==> src/rtl/register_file_32x32_if.sv <==
// Register-file access bundle: two read ports and one write port.
// The datapath side uses the master modport; the register file uses the slave modport.
interface register_file_32x32_if #(
    parameter int DATA_WIDTH = 32,
    parameter int ADDR_WIDTH = 5
);
    logic [ADDR_WIDTH-1:0] read_addr1;
    logic [ADDR_WIDTH-1:0] read_addr2;
    logic [DATA_WIDTH-1:0] read_data1;
    logic [DATA_WIDTH-1:0] read_data2;
    logic                  reg_write;
    logic [ADDR_WIDTH-1:0] write_addr;
    logic [DATA_WIDTH-1:0] write_data;

    modport master (
        output read_addr1, read_addr2, reg_write, write_addr, write_data,
        input  read_data1, read_data2
    );

    modport slave (
        input  read_addr1, read_addr2, reg_write, write_addr, write_data,
        output read_data1, read_data2
    );
endinterface

==> src/rtl/register_file_32x32.sv <==
// Architectural register file of the single-cycle MIPS datapath.
// Two combinational read ports, one synchronous write port, $0 hard-wired to zero.
// Optional feature macro: REGFILE_WRITE_BYPASS_EN -- when defined, a read of the
// register being written this cycle returns write_data combinationally.
module register_file_32x32 #(
    parameter int DATA_WIDTH = 32,
    parameter int ADDR_WIDTH = 5
) (
    input  logic                  clk,
    input  logic                  reset,
    register_file_32x32_if.slave  rf
);
    localparam int DEPTH = 1 << ADDR_WIDTH;

    logic [DATA_WIDTH-1:0] mem_q [DEPTH];
    logic [DATA_WIDTH-1:0] mem_d [DEPTH];
    logic                  wr_en;
    logic [DATA_WIDTH-1:0] rd1;
    logic [DATA_WIDTH-1:0] rd2;

    // A write to $0 is discarded so entry 0 never leaves its reset value.
    assign wr_en = rf.reg_write && (rf.write_addr != '0);

    // Next-state of the array: only the addressed entry takes the writeback value.
    always_comb begin
        // NOTE: default to the current contents first so no entry infers a latch.
        mem_d = mem_q;
        if (wr_en) begin
            mem_d[rf.write_addr] = rf.write_data;
        end
    end

    // State update: synchronous reset clears every entry and overrides the write.
    always_ff @(posedge clk) begin
        // NOTE: the array is built from flops, so it is cleared in one edge like any
        // other register; a RAM macro could not offer that.
        if (reset) begin
            for (int i = 0; i < DEPTH; i++) begin
                mem_q[i] <= '0;
            end
        end else begin
            mem_q <= mem_d;
        end
    end

    // Read port 1: zero for $0, otherwise stored word (or same-cycle write-through).
    always_comb begin
        rd1 = mem_q[rf.read_addr1];
`ifdef REGFILE_WRITE_BYPASS_EN
        if (!reset && wr_en && (rf.read_addr1 == rf.write_addr)) begin
            rd1 = rf.write_data;
        end
`endif
        if (rf.read_addr1 == '0) begin
            rd1 = '0;
        end
    end

    // Read port 2: identical structure to port 1.
    always_comb begin
        rd2 = mem_q[rf.read_addr2];
`ifdef REGFILE_WRITE_BYPASS_EN
        if (!reset && wr_en && (rf.read_addr2 == rf.write_addr)) begin
            rd2 = rf.write_data;
        end
`endif
        if (rf.read_addr2 == '0) begin
            rd2 = '0;
        end
    end

    assign rf.read_data1 = rd1;
    assign rf.read_data2 = rd2;
endmodule
==> src/flat_wrapper.sv <==
// flat-port wrapper written by rule: the top's interface ports become plain ports
module register_file_32x32_flat 
#(
    parameter int DATA_WIDTH = 32,
    parameter int ADDR_WIDTH = 5
)
  (clk, reset, rf_read_addr1, rf_read_addr2, rf_reg_write, rf_write_addr, rf_write_data, rf_read_data1, rf_read_data2);
  register_file_32x32_if #(.DATA_WIDTH(DATA_WIDTH), .ADDR_WIDTH(ADDR_WIDTH)) rf_i ();
  input  logic clk;
  input  logic reset;
  input wire logic [$bits(rf_i.read_addr1)-1:0] rf_read_addr1;
  input wire logic [$bits(rf_i.read_addr2)-1:0] rf_read_addr2;
  input wire logic [$bits(rf_i.reg_write)-1:0] rf_reg_write;
  input wire logic [$bits(rf_i.write_addr)-1:0] rf_write_addr;
  input wire logic [$bits(rf_i.write_data)-1:0] rf_write_data;
  output wire logic [$bits(rf_i.read_data1)-1:0] rf_read_data1;
  output wire logic [$bits(rf_i.read_data2)-1:0] rf_read_data2;
  assign rf_i.read_addr1 = rf_read_addr1;
  assign rf_i.read_addr2 = rf_read_addr2;
  assign rf_i.reg_write = rf_reg_write;
  assign rf_i.write_addr = rf_write_addr;
  assign rf_i.write_data = rf_write_data;
  assign rf_read_data1 = rf_i.read_data1;
  assign rf_read_data2 = rf_i.read_data2;
  register_file_32x32 #(.DATA_WIDTH(DATA_WIDTH), .ADDR_WIDTH(ADDR_WIDTH)) u_core (.clk(clk), .reset(reset), .rf(rf_i));
endmodule
==> config.mk <==
export PLATFORM = sky130hd
export DESIGN_NAME = register_file_32x32_flat
export DESIGN_NICKNAME = d
export VERILOG_FILES = /design/src/rtl/register_file_32x32_if.sv /design/src/rtl/register_file_32x32.sv /design/src/flat_wrapper.sv
export SDC_FILE = /design/constraint.sdc
export NUM_CORES = 2
export LEC_CHECK = 0
export CAP_MARGIN = 0
export CORE_MARGIN = 2
export CORE_UTILIZATION = 63
export DETAILED_ROUTE_END_ITERATION = 7
export PLACE_DENSITY = 0.81
export SETUP_SLACK_MARGIN = 0.2
export SYNTH_ARGS = -nofsm -noshare
export SYNTH_HDL_FRONTEND = slang
export SYNTH_SLANG_ARGS = --single-unit
export TNS_END_PERCENT = 5
==> constraint.sdc <==
create_clock -name clk -period 2.1 [get_ports clk]
set_input_delay 0.315 -clock clk [delete_from_list [all_inputs] [get_ports clk]]
set_output_delay 0.315 -clock clk [all_outputs]
set_load 0.01 [all_outputs]
# --- Word-level counts from Yosys, hierarchy flattened ---
# Cells that the tools add are included.
totals:
  register_bits: 1024
  in_bits: 50
  out_inout_bits: 64
  elab_cells: 55
classes:
  n_lt_le_gt_ge: 4
  n_mux: 11
  bitwise_logic: 3
  reduce_logical: 5
op_table:
  columns: ["cell", "count"]
  rows:
  - ["bitwise mux 1024 bit", 1]
  - ["binary-select mux 32 bit (select 5 bit)", 2]
  - ["2-to-1 mux 32 bit", 7]
  - ["demux 32 bit (select 5 bit)", 1]
  - ["greater-or-equal comparator 6 bit (second input constant)", 3]
  - ["inverter 5 -> 6 bit", 3]
  - ["zero test 5 bit", 2]
  - ["less-than comparator 6 x 1 -> 1 bit (second input constant)", 1]
  - ["nonzero test 5 bit", 1]
  - ["logical AND 1 bit", 2]

# --- Longest topological paths before layout ---
depth:
  ltp_word: 6
  depth_mapped: 7
  mapped_depth_nobuf: 4

# --- Least setup slack after synthesis ---
# No wires, ideal clock.
synth_path:
  path_type: "input to output"
  from: "in rf_read_addr2[0]"
  to: "out rf_read_data2[29]"
  arrival_time_ps: 1664
  t_required_ps: 1785
  setup_slack_ps: 121
  cell_stages: 7
  cell_sequence: "buf_4 > buf_8 > and2_1 > clkbuf_1 > clkbuf_1 > a22oi_1 > a311oi_1"
synth_via:
  elab_chain_len: 5
  elab_cells_between_ends: 6
  classes_between: "4 x mux; 1 x bitwise; 1 x reduce/logical"
synth_lines:
  columns: ["item", "line", "rtl"]
  rows:
  - ["start: declaration", "flat_wrapper.sv:12", "input wire logic [$bits(rf_i.read_addr2)-1:0] rf_read_addr2;"]
  - ["inverter 5 -> 6 bit (implied by the code)", "register_file_32x32.sv:61", "rd2 = mem_q[rf.read_addr2];"]
  - ["binary-select mux 32 bit (select 5 bit)", "register_file_32x32.sv:61", null]
  - ["2-to-1 mux 32 bit (implied by the code) (2 in series)", "register_file_32x32.sv:61", null]
  - ["2-to-1 mux 32 bit (*)", "register_file_32x32.sv:67", "if (rf.read_addr2 == '0) begin"]
  - ["end: declaration", "flat_wrapper.sv:17", "output wire logic [$bits(rf_i.read_data2)-1:0] rf_read_data2;"]
# Every way passes the cells marked *; elsewhere a longest branch is shown, timed or not. The select of a mux whose other input is x is not followed.

# --- Worst setup path in the final report ---
layout_path:
  from: "reg u_core.mem_q[643] (netlist bit)"
  to: "out rf_read_data1[3]"
layout_via:
  elab_chain_len: 4
layout_lines:
  columns: ["item", "line", "rtl"]
  rows:
  - ["start: declaration", "register_file_32x32.sv:15", "logic [DATA_WIDTH-1:0] mem_q [DEPTH];"]
  - ["start signal: assignment", "register_file_32x32.sv:42", "mem_q <= mem_d;"]
  - ["binary-select mux 32 bit (select 5 bit)", "register_file_32x32.sv:48", "rd1 = mem_q[rf.read_addr1];"]
  - ["2-to-1 mux 32 bit (implied by the code) (2 in series)", "register_file_32x32.sv:48", null]
  - ["2-to-1 mux 32 bit", "register_file_32x32.sv:54", "if (rf.read_addr1 == '0) begin"]
  - ["end: declaration", "flat_wrapper.sv:16", "output wire logic [$bits(rf_i.read_data1)-1:0] rf_read_data1;"]
# Every way passes these cells. The select of a mux whose other input is x is not followed.

==> impl_metrics.yaml <==
setup_path:
  r2r_slack_ns: 1.18
  slowest_delay_ns: 0.51
  rr_startpoint: "u_core.mem_q[523]$_SDFFE_PP0P_"
  start_kind: "register"
  worst-r2r-cell-count: 4
  worstPathRequired_ns: 1.78
  crit_fanout: 3
  end_kind: "primary output"
  path_cells: "mux4_2 -> nor2b_1 -> a211oi_2 -> buf_4 -> a311oi_2 -> buf_2"
  critPathKind: "register to primary output"
  cpMaxStageDelayCell: "mux4_2"
  worstPathArrival_ns: 2.67
  r2r_end: "u_core.mem_q[523]$_SDFFE_PP0P_"
final_layout:
  drive_above_1_share_pct: 29.12
  fin_nets: 6220
  reg_top3: "u_core.mem_q: 1024 flops"
  largest_reg_flops: 1024
  instances_no_fill: 7337
  syn_to_final_growth_pct: 24.02
  max_flop_register: "u_core.mem_q"
logic_synthesis:
  async_flop_share_pct: 0
  yosys_warnings: 0
  synth.top_cells.by_area: "dfxtp_1 39%, mux4_2 19%, nand2_1 15%, a21oi_1 9.6%, clkbuf_1 2.7%"
  synth-main-ff-cell: "dfxtp_1"
  synth_top_area_share_pct: 39.46
  yosys.area.top_type: "dfxtp_1"
  syn_avg_cell_area_um2: 8.878
  postSynthNetCount: 5901
  synth_edf_count: 0
  synth_cells: 5851
  synth_seq_area_share_pct: 39.46
  ys_ff_latch: 1024
  synth_cell_types: 39
  netlist_area_um2: 51950
clock_network:
  clock_latency_ns: 0.69
  clk_pin_slew_worst_paths_ns: 0.07
  clock_sinks: 1024
  numCtsBuffers: 105
  cts-root-buf: "clkbuf_16"
  clock_path_buffers: 3
  h-tree-depth: 3
  cts_tree: "done"
worst_hold_path:
  holdCritStartpoint: "u_core.mem_q[79]$_SDFFE_PP0P_"
  min-delay-path-class: "register to register"
  whs_path_depth: 2
  worstHoldEndpoint: "u_core.mem_q[79]$_SDFFE_PP0P_"
route:
  drc: 158
  routed_via_density: 7.428
  dr.pass1.iters: 8
  drt-total-wl_um: 221300
  wl_per_cell_um: 30.16
  route.vias.total: 54500
  drt_iter0_drc: 10940
  final_antenna_net_count: 0
sta:
  layout_setup_ws_ns: -0.8851
  fin_tns_setup_ns: -37.32
  period_minus_slack_ns: 2.985
  worst_slew_pin_slew_ns: 0.8043
  fmax_mhz: 335.0
  period_share_pct: 142.1
  relSlewSlack_pct: 46.38
  setup_viol: 64
  hold_violations: 0
  worst_hold_slack_ns: 0.4678
  skew_ns: 0
  rsz0062_at_grt: "true"
  slew_viol_final: 0
die:
  die_h_um: 291.2
  core_um2: 81850
  ios: 114
  start_util_pct: 63.47
  fp.dieW_um: 291.2
  dieArea_um2: 84770
  rows: 105
global_routing:
  use_met3_pct: 22.14
  grt_usage_pct: 49.53
  grt_max_degree: 122
  grt_use_met2_pct: 71.02
  grt_pass1_wl_um: 318500
  grt_pass1_vias: 53440
  gr-total-overflow: 0
  antenna_found_initial: 12
  busiest_layer: "met2"
  gr-usage-met1_pct: 57.97
power:
  leakage_nw: 22.15
  p_per_area_nw_per_um2: 701.2
  peakVddDrop_mv: 0.9044
run_status:
  failed_checks: "DRC, setup timing"
  status: "complete, but fails checks"
placed_design:
  io_buffers: 113
  dp_cells: 7130
  place.gp.congestion: 1.038
  hpwl_um: 131700
run:
  cap_violations: 0
==> cell usage after synthesis, types with 3 or more instances <==
cell / number
buf_1: 5
or3b_2: 3
nor3b_1: 4
nand2_1: 2051
o21ai_0: 13
nor2_1: 17
a311oi_1: 64
mux4_2: 448
a22oi_1: 64
nor2b_1: 98
and2_1: 5
buf_6: 37
a21oi_1: 992
dfxtp_1: 1024
mux2_2: 64
buf_4: 49
nor2_2: 11
o2111ai_1: 18
nand3b_1: 5
clkbuf_1: 371
nor2_4: 6
and3b_1: 5
buf_2: 143
a221oi_1: 45
a211oi_1: 64
o21ai_1: 97
mux2i_1: 128
==> repair_timing <==
item	4_1_cts	5_1_grt
resized for setup	466	80
pin swaps	42	18
gates cloned	1	0
endpoints found under the hold margin	5	0
hold buffers	1	0
setup endpoints to repair	64	64
setup buffers	1	0
==> cell families after synthesis <==
family / share of synthesized area, %
and+or+nand+nor: 16.91
muxes: 23.28
AOI/OAI and AO/OA: 14.64
buffers and inverters: 5.716
DFF: 39.46
==> worst max path at each step <==
stage	start	endpoint	slack, ns	cells past startpoint
after global routing	u_core.mem_q[643]$_SDFFE_PP0P_	rf_read_data1[3]	-0.83	6
final	u_core.mem_q[643]$_SDFFE_PP0P_	rf_read_data1[3]	-0.89	6
after CTS	u_core.mem_q[555]$_SDFFE_PP0P_	rf_read_data1[11]	-0.63	6
after global placement	rf_read_addr1[0]	rf_read_data1[11]	-1.20	8
after floorplan	rf_read_addr1[0]	rf_read_data1[11]	0.19	6
after detailed placement	rf_read_addr1[0]	rf_read_data1[12]	-1.20	8
==> per-stage QoR <==
stage                     util, %  setup WS (ns)  power, W  instance area [um^2]
after floorplan                 -         0.1866   0.02252                 52510
after global placement      72.91         -1.205   0.02461                 59680
after detailed placement    72.91         -1.202   0.02467                 59680
after CTS                   78.34        -0.6250   0.04448                 64120
after global routing        78.71        -0.8339   0.04574                 64420
final                       78.71        -0.8851   0.04517                 64430
==> cells in the final DEF, fill, tap and decap left out, types with 5 or more instances in the layout <==
master,n
a311oi_2,56
nor2b_1,92
nand2_2,15
mux2_2,46
o21ai_1,44
o2111ai_1,13
diode_2,6
o21ai_2,39
clkinv_2,23
o2111ai_2,5
dfxtp_1,956
buf_6,39
nand3b_1,5
clkdlybuf4s50_1,38
a221oi_2,15
mux4_2,448
clkinvlp_4,8
a211oi_1,10
dfxtp_2,68
and3b_1,5
nor2_4,30
a22oi_2,20
a21oi_1,992
bufinv_16,13
clkbuf_8,27
nand2_1,2036
a211oi_2,51
mux2i_1,127
o21ai_4,19
a311oi_4,7
a221oi_1,31
a22oi_1,44
buf_2,57
clkbuf_16,108
buf_12,176
mux2_4,18
buf_4,493
o21ai_0,8
clkbuf_1,17
==> where the power goes <==
group	internal, W	leakage (nW)	switching, W
combinational	0.00193	12.0	0.00312
clock	0.0120	1.83	0.00849
sequential	0.0196	8.29	0.000118
==> worst max-delay path, delay by kind of cell, from the launching register on <==
family                 cells  cell delay [ns]
multiplexers               1             0.51
AO/OA/AOI/OAI              2             0.54
buffers and inverters      2             0.41
AND/OR/NAND/NOR            1             0.17
flip-flops                 1             0.33
==> final cells by class <==
type / instances / area, um^2
well taps: 1070 / 1339
repair buffers: 820 / 8608
diodes: 6 / 15.01
clock inverters: 46 / 598.1
inverters: 2 / 10.01
clock buffers: 152 / 3138
multi-input cells: 4217 / 30130
flip-flops and latches: 1024 / 20580
fillers: 4525 / 17420
==> layer usage <==
layer / wire [um] / vias to the layer above
met5: 133 / -
met1: 67610 / 25130
met2: 90110 / 6030
met3: 40190 / 2173
li1: - / 21150
met4: 23230 / 9
No activity file was read; power rests on OpenSTA's default activity.
